===== src/rtl/event_or_aggregator.sv =====
// N-input event aggregator: per-input bubble and edge/level conditioning feeding
// sticky pending bits, with an OR-reduced flag, a rising pulse and a priority index.
module event_or_aggregator #(
    parameter int          NR_OF_INPUTS = 8,
    parameter logic [31:0] BUBBLES_MASK = 32'h0,
    parameter logic [31:0] EDGE_MASK    = 32'h0,
    parameter int          INDEX_WIDTH  = 3
) (
    input  logic                    Clock,
    input  logic                    Reset_n,
    input  logic [NR_OF_INPUTS-1:0] Inputs,
    input  logic [NR_OF_INPUTS-1:0] Enable_mask,
    input  logic [NR_OF_INPUTS-1:0] Clear,
    output logic [NR_OF_INPUTS-1:0] Pending,
    output logic                    Result,
    output logic                    Result_pulse,
    output logic [INDEX_WIDTH-1:0]  First_index
);

    localparam logic [NR_OF_INPUTS-1:0] BUB_BITS  = BUBBLES_MASK[NR_OF_INPUTS-1:0];
    localparam logic [NR_OF_INPUTS-1:0] EDGE_BITS = EDGE_MASK[NR_OF_INPUTS-1:0];

    logic [NR_OF_INPUTS-1:0] real_in;
    logic [NR_OF_INPUTS-1:0] ev;
    logic [NR_OF_INPUTS-1:0] pending_next;
    logic [NR_OF_INPUTS-1:0] pending_reg;
    logic [NR_OF_INPUTS-1:0] prev_in_reg;
    logic [NR_OF_INPUTS-1:0] masked;
    logic                    result_reg;
    logic [INDEX_WIDTH-1:0]  first_index_next;

    generate
        for (genvar gi = 0; gi < NR_OF_INPUTS; gi++) begin : g_bit
            assign real_in[gi] = Inputs[gi] ^ BUB_BITS[gi];
            // Level inputs ignore the history flop; it folds away when EDGE_BITS[gi] = 0.
            assign ev[gi] = real_in[gi] & ~(prev_in_reg[gi] & EDGE_BITS[gi]);
            // A new event outranks a simultaneous clear so nothing is lost.
            assign pending_next[gi] = (ev[gi] & Enable_mask[gi])
                                    | (pending_reg[gi] & ~Clear[gi]);
        end
    endgenerate

    always_ff @(posedge Clock or negedge Reset_n) begin
        if (!Reset_n) begin
            pending_reg <= '0;
            prev_in_reg <= '0;
            result_reg  <= 1'b0;
        end else begin
            pending_reg <= pending_next;
            prev_in_reg <= real_in;
            result_reg  <= Result;
        end
    end

    assign masked = pending_reg & Enable_mask;

    // Scan from the top so the lowest set index is the last one written.
    always_comb begin
        first_index_next = '0;
        for (int i = NR_OF_INPUTS - 1; i >= 0; i--) begin
            if (masked[i]) begin
                first_index_next = INDEX_WIDTH'(i);
            end
        end
    end

    assign Pending      = pending_reg;
    assign Result       = |masked;
    assign Result_pulse = Result & ~result_reg;
    assign First_index  = first_index_next;

endmodule

===== config.mk =====
export PLATFORM = sky130hd
export DESIGN_NAME = event_or_aggregator
export DESIGN_NICKNAME = d
export VERILOG_FILES = /design/src/rtl/event_or_aggregator.sv
export SDC_FILE = /design/constraint.sdc
export NUM_CORES = 1
export LEC_CHECK = 0
export BUFFER_PORTS_ARGS = -buffer_cell sky130_fd_sc_hd__buf_2
export CELL_PAD_IN_SITES_DETAIL_PLACEMENT = 1
export CELL_PAD_IN_SITES_GLOBAL_PLACEMENT = 1
export CORE_UTILIZATION = 24
export DETAILED_ROUTE_END_ITERATION = 6
export GPL_ROUTABILITY_DRIVEN = 0
export PLACE_DENSITY = 0.71
export SYNTH_ARGS = -nofsm -noshare
export SYNTH_HDL_FRONTEND = slang
export SYNTH_SLANG_ARGS = --single-unit
export TNS_END_PERCENT = 5

===== constraint.sdc =====
create_clock -name Clock -period 1.4 [get_ports Clock]
set_clock_uncertainty 0.15 [all_clocks]
set_input_delay 0.28 -clock Clock [delete_from_list [all_inputs] [get_ports Clock]]
set_output_delay 0.28 -clock Clock [all_outputs]
set_load 0.01 [all_outputs]

==> results of run 1 <==
-- layer usage --
layer	share of wire (%)	vias up
li1	-	305
met2	52	29
met1	40	286
met3	5.6	5
met4	2.4	0
met5	0	-
-- area by class of cell --
| class | count | area, µm² | area share, % |
|---|---|---|---|
| Timing Repair Buffer | 55 | 320 | 36.9 |
| Multi-Input combinational cell | 37 | 235 | 27.1 |
| Sequential cell | 9 | 225 | 25.9 |
| Tap cell | 25 | 31.3 | 3.60 |
| Inverter | 8 | 30.0 | 3.46 |
| Clock buffer | 4 | 26.3 | 3.03 |
-- placed cells by master (no fill, tap or decap), types with 2 or more instances in the layout --
master / netlist / layout
buf_2: 0 / 38
buf_4: 0 / 16
nand2_1: 15 / 15
dfrtp_1: 9 / 9
inv_1: 8 / 8
o21ai_0: 8 / 8
clkbuf_4: 0 / 3
a22oi_2: 2 / 2
nor2_1: 2 / 2
a32oi_1: 2 / 2
-- per-stage QoR --
step,instances,worst slack [ps],hold WS [ps]
CTS,137,-400,25.7
finish,138,-439,19.7
floorplan,54,-14.1,-166
global route,138,-505,24.3
global placement,130,-108,4.97
detailed placement,130,-131,2.09
-- cell families (layout without fill, tap and decap cells) --
group	count (synthesis)	in the layout	synth area share, %
AO/OA/AOI/OAI	16	16	26.9
buffers and inverters	8	67	6.27
flip-flops	9	9	47.0
AND/OR/NAND/NOR	21	21	19.8
-- final timing paths --
kind                       slack [ps]  cells past startpoint             end
hold / removal                     20                      2      Pending[3]
max in group asynchronous         650                      2      Pending[5]
setup / recovery                 -440                      4  First_index[2]
setup reg to reg                   80                      4      result_reg
min in group asynchronous         250                      2      Pending[2]
hold reg to reg                   460                      2      Pending[1]
-- timing repair --
action	4_1_cts	5_1_grt
hold buffers	1	0
gates resized for setup	0	1
hold endpoints to repair	9	0
setup buffers	2	1
pin swaps	5	0
endpoints found under the setup margin	5	7
-- power by group --
| part | leakage (nW) | internal, mW | switching (mW) |
|---|---|---|---|
| combinational | 0.360 | 0.142 | 0.128 |
| sequential | 0.107 | 0.284 | 0.0195 |
| clock | 0.0150 | 0.110 | 0.108 |
-- worst max-delay path, delay by kind of cell, from the launching register on --
family                 cells  cell delay (ps)
flip-flops                 1              410
AO/OA/AOI/OAI              1              290
buffers and inverters      1              150
AND/OR/NAND/NOR            2              290
==> results.md, run 1 <==
- Status: finished with violations
- Violated checks: setup timing
- Startpoint Class: register
- Full die area: 2180 µm²
- Final core occ: 48.2%
- Critical path type: register to primary output
- Largest net degree at the start of global routing: 10
- Gr usage total: 16.7%
- Pwr/cell area: 913 nW/µm²
- Clock sink count: 9
- # DRC: 0
- Unrepaired setup endpoints after global routing: yes
- CTS tree: yes
- Seq/Total Area, Yosys: 47.0%
- Initial Utilization: 26.6%
- Diodes inserted: 0
- R2R Path Start: Pending[7]
- Hold crit path type: input pin to register
- Leakage: 0.482 nW
- Count leader, synth: nand2_1
- Worst-Margin Slew: 304 ps
- Total power: 0.793 mW
- Synth warn: 0
- First-pass GRT wire length: 2.44 mm
- Die height: 46.7 µm
- Worst EP required: 970 ps
- #FFs+latches synth: 9
- Initial antenna violation count: 0
- Total global routing overflow: 0
- Period utilization: 131%
- Post-Syn Area: 479 µm²
- Critical Path End Type: primary output
- Slew headroom: 79.8%
- Peak per-stage delay on the critical path: 410 ps
- Period minus WS final: 1840 ps
- Hold_sp: Clear[3]
- Root Buffer: clkbuf_4
- Vias in the first global route: 579
- WL final: 1.81 mm
- Routed wire per std cell: 13.1 µm
- CTS clk-pin slew, worst paths: 70 ps
- Via Count: 625
- Num rows: 15
- EDFF count, synth: 0
- Peak Freq: 0.544 GHz
- Layout cell share with drive strength beyond 1: 56.6%
- Mean post-synth cell area: 8.87 µm²
- Min setup slack post-route: -439 ps
- Syn nets: 80
- Netlist cell types: 15
- 1st-pass router iterations: 5
- Die W: 46.7 µm
- Peak VDD IR: 0.514 mV
- Worst setup startpoint: Pending[2]
- Clk_lat worst skew: 270 ps
- Top cell type's share of synthesized area: 47.0%
- Commonest cells in the netlist: nand2_1 (15), dfrtp_1 (9), inv_1 (8), o21ai_0 (8)
- Slowest cell on crit path: dfrtp_1
- Critical path peak fanout: 5
- Placement Cell Area: 806 µm²
- Final hold vios: 0
- Busiest grt layer: met2
- CP Cell Sequence: a22oi_2, nand3_1, nor2_1, buf_2
- CTS Buf Count: 3
- Post-synth top area cell: dfrtp_1
- IO Count: 39
- Max Buffers Root-to-Sink: 2
- Area contributors post-synth: dfrtp_1 (47%), nand2_1 (12%), o21ai_0 (8.4%)
- Htree depth: 1
- GR Layer Usage met2: 27.5%
- Port Buffer Count: 38
- Grt met1 use: 19.5%
- Mapped Cells: 54
- Setup Viol. Count Final: 5
- Ys flop type: dfrtp_1
- Final instance area: 868 µm²
- HPWL after detailed placement: 1.34 mm
- WP data arrival: 1410 ps
- GR Util met3: 3.53%
- Nets: 140
- Final slew viol count: 0
- FILL cells: 240
- Iter 0 DRT Violations: 9
- Post-synth ARST share: 100%
- Remaining antenna violation count after routing: 0
- Max-cap violations: 0
- Vias per cell: 4.53
- Final setup TNS: -1980 ps
- Max FFs per register: 8
- Layout area overhead: 81.2%
- Core Region: 1800 µm²
(Power assumes the default switching activity.)
==> inputs of run 2 (changes only) <==
- ABC_AREA: default -> 1
- CORE_UTILIZATION: 24 -> 21
- PLACE_DENSITY: 0.71 -> 0.7
- clock period: 1.4 -> 1.6 ns (I/O delays scaled with it)
==> results.md, run 2 <==
- Period minus WS final: 1690 ps
- Crit-path leading delay family: flip-flops
- CP Cell Sequence: nand2_4, nand2_1, nor2_2, nor3_1, buf_2
- Mapped Cells: 60
- Worst-Margin Slew: 199 ps
- CTS tree: yes
- Commonest non-fill, non-tap cell in the layout: buf_2
- Total global routing overflow: 0
- Reg area: 225 µm²
- R2R cell count: 4
- Vias in the first global route: 533
- Leakage: 0.448 nW
- Peak per-stage delay on the critical path: 400 ps
- Mean post-synth cell area: 7.61 µm²
- Multi-input gate area in the final layout: 204 µm²
- WP data arrival: 1220 ps
- Initial antenna violation count: 0
- Peak VDD IR: 0.431 mV
- Part of the power in registers: 43.6%
- Area contributors post-synth: dfrtp_1 (49%), nand2_1 (18%), o21ai_0 (8.8%)
- Routed wire per std cell: 9.67 µm
- R2R Path Start: Pending[0]
- Via Count: 534
- Setup Viol. Count Final: 5
- # DRC: 0
- Commonest cells in the netlist: nand2_1 (22), inv_1 (10), dfrtp_1 (9)
- Nets: 132
- Hold crit path type: input pin to register
- Clock sink count: 9
- Syn nets: 86
- Layout cell share with drive strength beyond 1: 49.5%
- Critical Path End Type: primary output
- Flop-to-flop setup slack: 550 ps
- Largest net degree at the start of global routing: 10
- Netlist cell types: 11
- Clk_lat worst skew: 260 ps
- Period utilization: 105%
- Gate power share: 28.2%
- Htree depth: 1
- 1st-pass router iterations: 4
- Unrepaired setup endpoints after global routing: yes
- Placement Cell Area: 681 µm²
- Hold_sp: Clear[6]
- Final hold vios: 0
- Max FFs per register: 8
- Pwr/cell area: 817 nW/µm²
- Worst EP required: 1130 ps
- Ys flop type: dfrtp_1
- Top cell type's share of synthesized area: 49.3%
- Hold_ws: 95.9 ps
- Int Power: 0.424 mW
- Die height: 48.6 µm
- Iter 0 DRT Violations: 7
- Critical path peak fanout: 3
- Clock share of power: 28.2%
- Critical Path End: First_index[2]
- Slew headroom: 86.7%
- Startpoint Class: register
- Stages on worst setup path: 5
- Port Buffer Count: 38
- Count leader, synth: nand2_1
- Initial Utilization: 22.8%
- Most frequent cells in the layout: buf_2 (38), nand2_1 (20), inv_1 (10), dfrtp_1 (9), o21ai_0 (8)
- Root Buffer: clkbuf_4
- Die W: 48.6 µm
- Num rows: 16
- Seq/Total Area, Yosys: 49.3%
- IO Count: 39
- Synth warn: 0
- CTS clk-pin slew, worst paths: 60 ps
- CTS Buf Count: 3
- HPWL after detailed placement: 1.09 mm
- Layout area overhead: 62.5%
- First-pass GRT wire length: 2.21 mm
- Remaining antenna violation count after routing: 0
- Post-synth top area cell: dfrtp_1
- Switching power total: 0.182 mW
- Number of buffers and inverters on the critical path: 1
- Max Buffers Root-to-Sink: 2
- Slowest cell on crit path: dfrtp_1
- Final instance area: 742 µm²
- Post-synth ARST share: 100%
- FILL cells: 275
- Post-Syn Area: 457 µm²
- Full die area: 2370 µm²
- Final slew viol count: 0
- WL final: 1.28 mm
- Final setup TNS: -314 ps
- Violated checks: setup timing
- Min setup slack post-route: -86.5 ps
- #FFs+latches synth: 9
- Max-cap violations: 0
- Sw frac: 30.1%
- Worst r2r dst: result_reg
- Peak Freq: 0.593 GHz
- EDFF count, synth: 0
- Diodes inserted: 0
- Worst setup startpoint: Pending[5]
- Gr usage total: 12.5%
- Core Region: 2000 µm²
- Vias per cell: 4.05
- Status: finished with violations
- Critical path type: register to primary output
==> run 2: changes by cell type after synthesis, moves of 2 or more <==
cell     previous run  this run
a32oi_1             2         0
nand2_4             0         2
inv_1               8        10
nand2_2             0         2
a22oi_2             2         0
nand2_1            15        22
==> run 2: metrics by stage <==
stage	utilization (%)	power, mW	setup WS (ps)	cells
after global placement	34.0	0.423	135	125
after detailed placement	34.0	0.428	107	125
final	37.1	0.606	-86.5	132
after floorplan	-	0.343	233	60
after global routing	37.1	0.658	-194	132
after CTS	36.9	0.620	-102	132
==> run 2: area by class of cell <==
class	count	share of cell area [%]
clock buffer	4	3.54
timing repair buffer	41	29.0
tap	27	4.55
sequential	9	30.4
inverter	10	5.06
multi-input combinational	41	27.5
==> run 2: power by group through the flow <==
stage / clock network, mW / registers, mW / logic [mW]
floorplan: 0 / 0.278 / 0.0654
global route: 0.198 / 0.268 / 0.193
global placement: 0 / 0.269 / 0.155
CTS: 0.183 / 0.265 / 0.172
finish: 0.171 / 0.264 / 0.171
detailed placement: 0 / 0.270 / 0.158
==> run 2: worst min-delay path by stage <==
stage                  to  slack, ps  depth (start not counted)
6_report       Pending[6]        100                          2
5_1_grt        Pending[6]         90                          2
4_1_cts        Pending[0]         90                          2
3_5_place_dp   Pending[2]         30                          1
3_3_place_gp   Pending[2]         40                          1
2_1_floorplan  Pending[0]       -130                          0
==> run 2: repair_timing <==
item	4_1_cts	5_1_grt
setup buffers	2	0
endpoints found under the hold margin	9	0
resized for setup	3	1
setup endpoints to repair	5	5
gates cloned	0	0
hold buffers	1	0
pin swaps	3	1
==> run 2: kinds of logic after synthesis <==
family          after synthesis  synth area share [%]
compound gates               11                  13.2
buf+inv                      10                  8.22
flops                         9                  49.3
simple gates                 30                  29.3
==> run 2: layer usage <==
metal	wire (µm)	GRT usage, %	share of wire, %
met4	7	4.41	0.55
met1	501	13.4	39
met3	70	5.66	5.5
met5	0	0	0
met2	697	21.5	55
